==> src/rtl/char_pkg.sv <==
// Shared definitions for the character life controller: game-state
// encodings, Event bus bit positions and a counter-width helper.
package char_pkg;

    typedef enum logic [1:0] {
        GS_IDLE = 2'd0,
        GS_PLAY = 2'd1,
        GS_OVER = 2'd2
    } game_state_t;

    // Bit positions on the Event bus {d_die, d1_die, d2_die, r_die}
    localparam int EV_D  = 3;
    localparam int EV_D1 = 2;
    localparam int EV_D2 = 1;
    localparam int EV_R  = 0;

    localparam int SCORE_W = 14;

    // Width of a down-counter that must hold values 0 .. cyc-1
    function automatic int cnt_width(input int cyc);
        return (cyc > 2) ? $clog2(cyc) : 1;
    endfunction

endpackage

==> src/rtl/char_life_ctrl_respawn_timer.sv <==
// Per-character alive flag plus respawn countdown. A kill while alive hides
// the character and loads CYC-1; the flag comes back on the edge the
// countdown is found at zero, i.e. CYC edges after the kill.
module respawn_timer
    import char_pkg::*;
#(
    parameter int CYC = 25000000,
    parameter int TW  = cnt_width(CYC)
) (
    input  logic          clk_25Hz,
    input  logic          rst,
    input  logic          kill,
    input  logic          clear,
    input  logic          enable,
    output logic          valid,
    output logic [TW-1:0] timer
);

    localparam logic [TW-1:0] RELOAD = TW'(CYC - 1);

    logic          valid_q, valid_d;
    logic [TW-1:0] timer_q, timer_d;

    // Next-state: clear (game (re)start) wins, disabled means hidden and idle
    always_comb begin
        valid_d = valid_q;
        timer_d = timer_q;
        if (clear) begin
            valid_d = 1'b1;
            timer_d = '0;
        end else if (!enable) begin
            valid_d = 1'b0;
            timer_d = '0;
        end else if (valid_q) begin
            if (kill) begin
                valid_d = 1'b0;
                timer_d = RELOAD;
            end
        end else if (timer_q == '0) begin
            valid_d = 1'b1;
        end else begin
            timer_d = timer_q - TW'(1);
        end
    end

    // State registers with asynchronous active-low reset
    always_ff @(posedge clk_25Hz or negedge rst) begin
        if (!rst) begin
            valid_q <= 1'b0;
            timer_q <= '0;
        end else begin
            valid_q <= valid_d;
            timer_q <= timer_d;
        end
    end

    assign valid = valid_q;
    assign timer = timer_q;

endmodule

==> src/rtl/char_life_ctrl.sv <==
// Game-state controller behind the sprite renderer's Event bus: rising-edge
// detection of death events, per-character respawn timers, saturating score,
// robot lives and the IDLE/PLAY/OVER sequence.
module char_life_ctrl
    import char_pkg::*;
#(
    parameter int LIVES     = 3,
    parameter int D_RESPAWN = 25000000,
    parameter int R_RESPAWN = 50000000,
    parameter int SCORE_MAX = 9999
) (
    input  logic                clk_25Hz,
    input  logic                rst,
    input  logic [3:0]          Event,
    input  logic                start,
    output logic                d_valid,
    output logic                d1_valid,
    output logic                d2_valid,
    output logic                r_valid,
    output logic [SCORE_W-1:0]  score,
    output logic [1:0]          lives,
    output logic [1:0]          game_state
);

    localparam int DTW = cnt_width(D_RESPAWN);
    localparam int RTW = cnt_width(R_RESPAWN);
    localparam logic [SCORE_W-1:0] SCORE_CAP  = SCORE_W'(SCORE_MAX);
    localparam logic [1:0]         LIVES_INIT = 2'(LIVES);

    game_state_t        state_q, state_d;
    logic [SCORE_W-1:0] score_q, score_d;
    logic [1:0]         lives_q, lives_d;
    logic [3:0]         ev_q;

    logic [3:0]         new_ev;
    logic [3:0]         alive;
    logic [3:0]         hits;
    logic [1:0]         kill_cnt;
    logic [SCORE_W:0]   score_sum;
    logic               go_over;
    logic               tmr_enable;

    logic [DTW-1:0]     d_tmr [1:3];
    logic [RTW-1:0]     r_tmr;

    // Edge detect, score adder/clamp, lives counter and game-state sequencing
    always_comb begin
        new_ev     = Event & ~ev_q;
        hits       = new_ev & alive;
        kill_cnt   = 2'(hits[EV_D]) + 2'(hits[EV_D1]) + 2'(hits[EV_D2]);
        score_sum  = {1'b0, score_q} + (SCORE_W + 1)'(kill_cnt);
        go_over    = (state_q == GS_PLAY) && !start && hits[EV_R] && (lives_q == 2'd1);
        tmr_enable = (state_q == GS_PLAY) && !go_over;

        state_d = state_q;
        score_d = score_q;
        lives_d = lives_q;
        if (start) begin
            state_d = GS_PLAY;
            score_d = '0;
            lives_d = LIVES_INIT;
        end else if (state_q == GS_PLAY) begin
            score_d = (score_sum > {1'b0, SCORE_CAP}) ? SCORE_CAP : score_sum[SCORE_W-1:0];
            if (hits[EV_R]) begin
                lives_d = lives_q - 2'd1;
                if (go_over) begin
                    state_d = GS_OVER;
                end
            end
        end
    end

    // Top FSM and bookkeeping registers; ev_q tracks Event in every state
    always_ff @(posedge clk_25Hz or negedge rst) begin
        if (!rst) begin
            state_q <= GS_IDLE;
            score_q <= '0;
            lives_q <= LIVES_INIT;
            ev_q    <= '0;
        end else begin
            state_q <= state_d;
            score_q <= score_d;
            lives_q <= lives_d;
            ev_q    <= Event;
        end
    end

    // One respawn timer per dragon, indexed by its Event bit
    generate
        for (genvar gi = EV_D2; gi <= EV_D; gi++) begin : g_dragon
            respawn_timer #(
                .CYC (D_RESPAWN),
                .TW  (DTW)
            ) u_tmr (
                .clk_25Hz (clk_25Hz),
                .rst      (rst),
                .kill     (new_ev[gi]),
                .clear    (start),
                .enable   (tmr_enable),
                .valid    (alive[gi]),
                .timer    (d_tmr[gi])
            );
        end
    endgenerate

    respawn_timer #(
        .CYC (R_RESPAWN),
        .TW  (RTW)
    ) u_robot_tmr (
        .clk_25Hz (clk_25Hz),
        .rst      (rst),
        .kill     (new_ev[EV_R]),
        .clear    (start),
        .enable   (tmr_enable),
        .valid    (alive[EV_R]),
        .timer    (r_tmr)
    );

    // Outside PLAY no countdown may be pending
    timers_idle_zero: assert property (@(posedge clk_25Hz) disable iff (!rst)
        (state_q != GS_PLAY) |->
        ((d_tmr[1] == '0) && (d_tmr[2] == '0) && (d_tmr[3] == '0) && (r_tmr == '0)));

    assign d_valid    = alive[EV_D];
    assign d1_valid   = alive[EV_D1];
    assign d2_valid   = alive[EV_D2];
    assign r_valid    = alive[EV_R];
    assign score      = score_q;
    assign lives      = lives_q;
    assign game_state = state_q;

endmodule

==> config.mk <==
export PLATFORM = sky130hd
export DESIGN_NAME = char_life_ctrl
export DESIGN_NICKNAME = d
export VERILOG_FILES = /design/src/rtl/char_pkg.sv /design/src/rtl/char_life_ctrl_respawn_timer.sv /design/src/rtl/char_life_ctrl.sv
export SDC_FILE = /design/constraint.sdc
export NUM_CORES = 1
export LEC_CHECK = 0
export ABC_AREA = 1
export ABC_CLOCK_PERIOD_IN_PS = 4000
export BUFFER_PORTS_ARGS = -buffer_cell sky130_fd_sc_hd__buf_4
export CAP_MARGIN = 20
export CORE_MARGIN = 5
export CORE_UTILIZATION = 60
export CTS_BUF_LIST = sky130_fd_sc_hd__clkbuf_4 sky130_fd_sc_hd__clkbuf_8
export CTS_CLUSTER_DIAMETER = 120
export DETAILED_ROUTE_END_ITERATION = 8
export PLACE_DENSITY_LB_ADDON = 0.1
export RECOVER_POWER = 100
export SLEW_MARGIN = 25
export SYNTH_ARGS = -nofsm -noshare
export SYNTH_HDL_FRONTEND = slang
export SYNTH_SLANG_ARGS = --single-unit
==> constraint.sdc <==
create_clock -name clk_25Hz -period 4 [get_ports clk_25Hz]
set_clock_uncertainty 0.1 [all_clocks]
set_input_delay 0.2 -clock clk_25Hz [delete_from_list [all_inputs] [get_ports clk_25Hz]]
set_output_delay 0.2 -clock clk_25Hz [all_outputs]
set_load 0.01 [all_outputs]
==> summary.md, run 1 <==
| Metric | Value |
|---|---|
| Row count | 42 |
| Worst Setup Slack post-DPL | ~500 ps |
| Placed instance count | 1300 |
| Die height | 125 um |
| Die width | between 100 and 150 um |
| Initial antenna violation count | 0 |
| Post-Syn Area per Cell | between 7 and 8 um2 |
| Routability cong. | around 0.93 |
| Setup TNS | 0 ps |
| Max Clock Freq | between 200 and 300 MHz |
| Final core utilization | 65.4% |
| Multiplexer share of the synthesized area | 0% |
| Worst-margin pin slew | ~2700 ps |
| Max_slew headroom | -81.2% |
| Final Max Slew Viols | 108 |
| Post-route ant nets | 0 |
| Largest net degree at the start of global routing | approximately 110 |
| Inserted Clock Buffers | 17 |
| Io pins | 29 |
| DIE AREA | ~16000 um2 |
| Port Buf Inserts | 28 |
| Cts repair resizes | 0 |
| Synth warn | 0 |
| Worst Path Required | 4230 ps |
| Area delta synth->final | 8.31% |
| RSZ-0062 raised after global routing | false |
| Status | finished, violations left |
| Most frequent cells in the layout | 265 x nand2_1, 165 x nor2_1, 132 x inv_1 |
| Final Cycle Share | roughly nine tenths |
| Layout Cells excl Fill | 1338 |
| Clock sink total | approximately 130 |
| Total Wirelength | between 15 and 20 mm |
| Endpoints failing hold | 0 |
| Post-Syn Instances | around 1100 |
| Hold Crit Class | in -> reg |
| Critical-path maximum fanout | 21 |
| Post-synthesis compound-gate area fraction | about an eighth |
| CTS max path bufs | 2 |
| Delay of the slowest cell on the worst path | 650 ps |
| Post-DR wirelength/cell | 14.4 um |
| Maximum VDD drop | between 0.3 and 0.4 mV |
| Synth Area in XOR/XNOR | under 10% |
| Main combinational cell family by area after synthesis | simple AND/OR/NAND/NOR gates |
| Register area share after synthesis | 40.2% |
| Tmin final | 3530 ps |
| Routed via count | around 7300 |
| Setup bufs post-CTS | 0 |
| Overall Global Routing Usage | around 25% |
| Clk Latency, worst-skew pair | about 470 ps |
| H-tree levels | 4 |
| CTS tree | done |
| # DRC | 0 |
| P per Cell Area | ~500 nW/um2 |
| Crit. End Element | register |
| Share of cells above drive strength 1 | a little under 6% |
| Initial core utilization | 60.4% |
| FF+latch count, synth | around 130 |
| Drt via density | 5.47 |
| Post-Synth Adder-Cell Area | under 10% |
| Total Nets Final | about 1200 |
| CP max stage cell | nor2_1 |
| Overflow after GRT | 0 |
| Worst setup margin | roughly 470 ps |
| Post-Synth Simple-Gate Area | ~33% |
| Unique masters post-synth | between 40 and 50 |
| Commonest non-fill, non-tap cell in the layout | nand2_1 |
| Crit-path cells | inv_1, ha_1, nand3_1, nor2_1, nand2_1, nor2_4, nand2_1, o21ai_0, nand2_4, nor2_1, inv_4, nand3_1, o21ai_0 |
| Total of max-cap violations | 1 |
| Synth Cell Area | 7910 um2 |
| Core box area | around 13000 um2 |
| First-pass GRT wire length | ~33 mm |
| Crit start category | register |
| Failing checks | max-capacitance violations, max-slew violations |
| Worst EP arrival | roughly 3800 ps |
| Clock slew seen by the registers of the worst setup and hold paths | 80 ps |
| Vias in the first global route | between 6000 and 7000 |
| Leakage | ~4.2 nW |
| Root Buffer | clkbuf_8 |
| TritonRoute pass-1 iters | 5 |
| Hold_buf cts | 6 |
| N_diodes | 0 |
| Detail Placement HPWL | 13.3 mm |
| Iter 0 DRT Violations | roughly 580 |
| Critical path class | reg -> reg |
| Setup violators final | 0 |
| Net Count, Synth | around 1100 |
area by class of cell:
cell class	instances	area [um2]
clock buffers	20	275
well taps	176	220
repair buffers	41	220
multi-input cells	821	3910
fillers	1209	4520
flip-flops and latches	127	3180
clock inverters	12	228
inverters	141	532
final timing paths:
kind	startpoint	cells past startpoint	end	slack (ps)
setup / recovery	g_dragon[2].u_tmr.timer[0]$_DFFE_PN0P_	13	g_dragon[2].u_tmr.timer[9]$_DFFE_PN0P_	470
hold / removal	Event[0]	2	ev_q[0]$_DFF_PN0_	320
setup reg to reg	g_dragon[2].u_tmr.timer[0]$_DFFE_PN0P_	13	g_dragon[2].u_tmr.timer[9]$_DFFE_PN0P_	470
hold reg to reg	g_dragon[3].u_tmr.timer[7]$_DFFE_PN0P_	1	g_dragon[3].u_tmr.timer[7]$_DFFE_PN0P_	410
max in group asynchronous	rst	3	u_robot_tmr.timer[13]$_DFFE_PN0P_	1120
min in group asynchronous	rst	2	score[8]$_DFFE_PN0P_	950
synth_stat cells (all sizes together):
library cell  instances  area, um2
nand2               269       1040
nor2                173        728
inv                 139        524
dfrtp               125       3130
o21ai               112        613
nand3                86        440
nor3                 48        245
a21oi                40        200
xor2                 30        263
o22ai                19        144
nand4                16        100
buf                  14        108
clkbuf                9       33.8
ha                    7       87.6
a31o                  3       26.3
a22o                  2       17.5
clkinv                2       7.51
dfstp                 2       52.6
fa                    2       40.0
nand3b                2       15.0
nor4                  2       12.5
o31ai                 2       15.0
xnor2                 2       17.5
a31oi                 1       6.26
and3                  1       6.26
nor3b                 1       7.51
o211ai                1       7.51
o21bai                1       7.51
or2                   1       6.26
worst max-delay path: cells and delay by family, from the launching register on:
kind,cells,cell delay (ps)
simple gates,8,1760
compound gates,2,510
buf+inv,2,410
flops,1,360
fa+ha+maj,1,230
registers in the layout (all words and copies together), names as in the netlist:
register	cells
ev_q	4
g_dragon.u_tmr.timer	75
g_dragon.u_tmr.valid	3
game_state	2
lives	2
score	14
u_robot_tmr.timer	26
u_robot_tmr.valid	1
kinds of logic (layout without fill, tap and decap cells):
family | after synthesis | in the layout
buffers and inverters | 164 | 214
DFF | 127 | 127
adders and majority gates | 9 | 9
and+or+nand+nor | 599 | 599
xor gates and xnor gates | 32 | 32
AOI/OAI and AO/OA | 181 | 181
per-layer routing:
metal,share of wire [%],track usage (%),vias to the layer above
li1,-,-,3691
met1,47,34.2,3423
met2,47,40.8,169
met3,4.1,5.36,41
met4,2.2,8.45,0
met5,0,0,-
metrics by stage:
step / hold slack, ps / power (mW) / cell area, um2
final: 318 / 4.31 / 8560
after global routing: 335 / 4.59 / 8560
after CTS: 292 / 4.38 / 8810
after detailed placement: 222 / 2.96 / 8250
after global placement: 221 / 2.94 / 8250
after floorplan: -196 / 2.63 / 7910
power breakdown:
part           switching, mW  leakage [nW]  total, mW  internal [mW]
Clock                  0.555         0.250       1.42          0.861
Sequential             0.158          1.67       1.60           1.44
Combinational          0.881          2.25       1.29          0.409
Power figures use the tool's default switching activity.
==> inputs of run 2 (changes only) <==
BUFFER_PORTS_ARGS = unset   (was -buffer_cell sky130_fd_sc_hd__buf_4)
CORE_UTILIZATION = 64   (was 60)
DONT_BUFFER_PORTS = 1   (was unset)
==> run 2 against run 1 <==
Compared with the run above:
- the flow still finishes with violations (max-capacitance violations, max-slew violations)
- final area decreased by 2.2%
- global-route usage grew 1.3 points
- power fell by 7.2%
- clock power is 23% lower
- via count shrank 1.6%
- count of clock-buffer cells in the layout increased by 7
- register-to-register slack about the same
- worst hold slack worse by 260 ps
- utilization rose by 4.0 points
- die area down 5.7%
- non-clock buffer count shrank 30
- maximum frequency fell by 0.11%
- largest cell class unchanged
==> summary.md, run 2 (synthesis gave the netlist of run 1 again) <==
| Metric | Value |
|---|---|
| Status | finished, violations left (unchanged) |
| Failing checks | max-capacitance violations, max-slew violations (unchanged) |
| Core box area | 12100 um2 (was 13100 um2) |
| P per Cell Area | 477 nW/um2 (was 503 nW/um2) |
| Drt via density | 5.55 (was 5.47) |
| Die width | 121 um (was 125 um) |
| Layout Cells excl Fill | 1300 (was 1338) |
| N_diodes | 0 (unchanged) |
| Post-route ant nets | 0 (unchanged) |
| Io pins | 29 (unchanged) |
| Post-DR wirelength/cell | 14.2 um (was 14.4 um) |
| R2R Path End | g_dragon[1].u_tmr.timer[7]$_DFFE_PN0P_ (was g_dragon[2].u_tmr.timer[9]$_DFFE_PN0P_) |
| TritonRoute pass-1 iters | 5 (unchanged) |
| Commonest non-fill, non-tap cell in the layout | nand2_1 (unchanged) |
| Iter 0 DRT Violations | 764 (was 576) |
| Worst setup margin | 466 ps (was 470 ps) |
| Final Max Slew Viols | 128 (was 108) |
| Worst EP arrival | 3760 ps (about the same) |
| Endpoints failing hold | 0 (unchanged) |
| Clk Latency, worst-skew pair | 450 ps (was 470 ps) |
| Row count | 40 (was 42) |
| Area delta synth->final | 5.97% (was 8.31%) |
| Final Cycle Share | 88.4% (was 88.3%) |
| Worst r2r src | game_state[1]$_DFFE_PN0P_ (was g_dragon[2].u_tmr.timer[0]$_DFFE_PN0P_) |
| Worst Setup Slack post-DPL | 689 ps (was 506 ps) |
| RSZ-0062 raised after global routing | false (unchanged) |
| Delay of the slowest cell on the worst path | 820 ps (was 650 ps) |
| Hold path start | Event[0] (unchanged) |
| Clock sink total | 127 (unchanged) |
| Initial antenna violation count | 0 (unchanged) |
| Total Nets Final | 1135 (was 1165) |
| Overall Global Routing Usage | 26.7% (was 25.3%) |
| Root Buffer | clkbuf_8 (unchanged) |
| Vias in the first global route | 6758 (was 6908) |
| Worst Path Required | 4230 ps (about the same) |
| Overflow after GRT | 0 (unchanged) |
| Hold WS | 63.3 ps (was 318 ps) |
| Hold Path End | lives[0]$_DFFE_PN1P_ (was ev_q[0]$_DFF_PN0_) |
| Placed instance count | 1261 (was 1300) |
| Share of cells above drive strength 1 | 6.45% (was 5.77%) |
| Die height | 121 um (was 125 um) |
| H-tree levels | 4 (unchanged) |
| Critical-path maximum fanout | 15 (was 21) |
| Detail Placement HPWL | 12.7 mm (was 13.3 mm) |
| Leakage | 4.09 nW (was 4.17 nW) |
| Total Wirelength | 18.4 mm (was 19.3 mm) |
| Maximum VDD drop | 0.288 mV (was 0.317 mV) |
| Routed via count | 7209 (was 7324) |
| Initial core utilization | 65.5% (was 60.4%) |
| Routability cong. | 0.908 (was 0.931) |
| Fillers | 1026 (was 1209) |
| Total of max-cap violations | 1 (unchanged) |
| Crit-path cells | inv_1, nand2_1, nor2_1, nand2_4, inv_2, nand3_1, inv_2, nor2_1, o21ai_0, a21oi_1 (was inv_1, ha_1, nand3_1, nor2_1, nand2_1, nor2_4, nand2_1, o21ai_0, nand2_4, nor2_1, inv_4, nand3_1, o21ai_0) |
| Setup violators final | 0 (unchanged) |
| Port Buf Inserts | 0 (was 28) |
| Final core utilization | 69.5% (was 65.4%) |
| Clock slew seen by the registers of the worst setup and hold paths | 70 ps (was 80 ps) |
| Crit start category | register (unchanged) |
| Hold Crit Depth | 6 (was 2) |
| Reg2reg path depth | 10 (was 13) |
| Max Clock Freq | 283 MHz (about the same) |
| Inserted Clock Buffers | 17 (unchanged) |
| First-pass GRT wire length | 31.9 mm (was 32.7 mm) |
| Design area | 8380 um2 (was 8560 um2) |
| Crit. End Element | register (unchanged) |
| # DRC | 0 (unchanged) |
| Tmin final | 3530 ps (about the same) |
| Largest net degree at the start of global routing | 128 (was 108) |
| Hold Crit Class | in -> reg (unchanged) |
| Total power | 4.00 mW (was 4.31 mW) |
| Reg2Reg Setup Slack | 470 ps (about the same) |
| Area after DPL | 8010 um2 (was 8250 um2) |
| Max reg flops | 75 (unchanged) |
| Critical path class | reg -> reg (unchanged) |
| CP max stage cell | nor2_1 (unchanged) |
| DIE AREA | 14700 um2 (was 15600 um2) |
| Max_slew headroom | -91.0% (was -81.2%) |
| Worst-margin pin slew | 2870 ps (was 2720 ps) |
| Most frequent cells in the layout | 263 x nand2_1, 162 x nor2_1, 130 x inv_1 (was 265 x nand2_1, 165 x nor2_1, 132 x inv_1) |
| CTS tree | done (unchanged) |
| CTS max path bufs | 2 (unchanged) |
| Setup TNS | 0 ps (unchanged) |
==> run 2: worst max-delay path by stage <==
stage	endpoint	from	cells after the start
floorplan	score[2]$_DFFE_PN0P_	g_dragon[1].u_tmr.valid$_DFF_PN0_	20
global route	g_dragon[1].u_tmr.timer[7]$_DFFE_PN0P_	game_state[1]$_DFFE_PN0P_	10
CTS	score[10]$_DFFE_PN0P_	g_dragon[1].u_tmr.valid$_DFF_PN0_	18
finish	g_dragon[1].u_tmr.timer[7]$_DFFE_PN0P_	game_state[1]$_DFFE_PN0P_	10
detailed placement	score[5]$_DFFE_PN0P_	g_dragon[1].u_tmr.valid$_DFF_PN0_	18
global placement	score[0]$_DFFE_PN0P_	g_dragon[1].u_tmr.valid$_DFF_PN0_	18
==> run 2: routing by layer <==
layer | GRT usage, % | up-vias | wire length [um]
met2 | 41.6 | 190 | 8450
met4 | 8.40 | 0 | 331
li1 | - | 3626 | -
met5 | 0 | - | 0
met3 | 4.94 | 32 | 895
met1 | 37.9 | 3361 | 8730
==> run 2: area by class of cell <==
type                       count  area, um2  area share, %
clock buffer                  27        340           4.06
clock inverter                 5       52.6          0.627
inverter                     141        532           6.35
multi-input combinational    821       3980           47.5
sequential                   127       3180           38.0
tap                          168        210           2.51
timing repair buffer          11       80.1          0.956
==> run 2: critical path, delay by kind of cell (launching register included) <==
| family | cells | cell delay (ps) |
|---|---|---|
| AO/OA/AOI/OAI | 2 | 220 |
| AND/OR/NAND/NOR | 5 | 1820 |
| flip-flops | 1 | 430 |
| buffers and inverters | 3 | 840 |
==> run 2: what timing repair did <==
item,4_1_cts,5_1_grt
hold buffers,7,0
resized for setup,0,0
endpoints found under the hold margin,148,0
buffers inserted,0,0
==> run 2: where the power goes <==
group / switching, mW / internal [mW] / leakage, nW
clock: 0.494 / 0.606 / 0.207
combinational: 0.884 / 0.408 / 2.21
sequential: 0.161 / 1.45 / 1.67
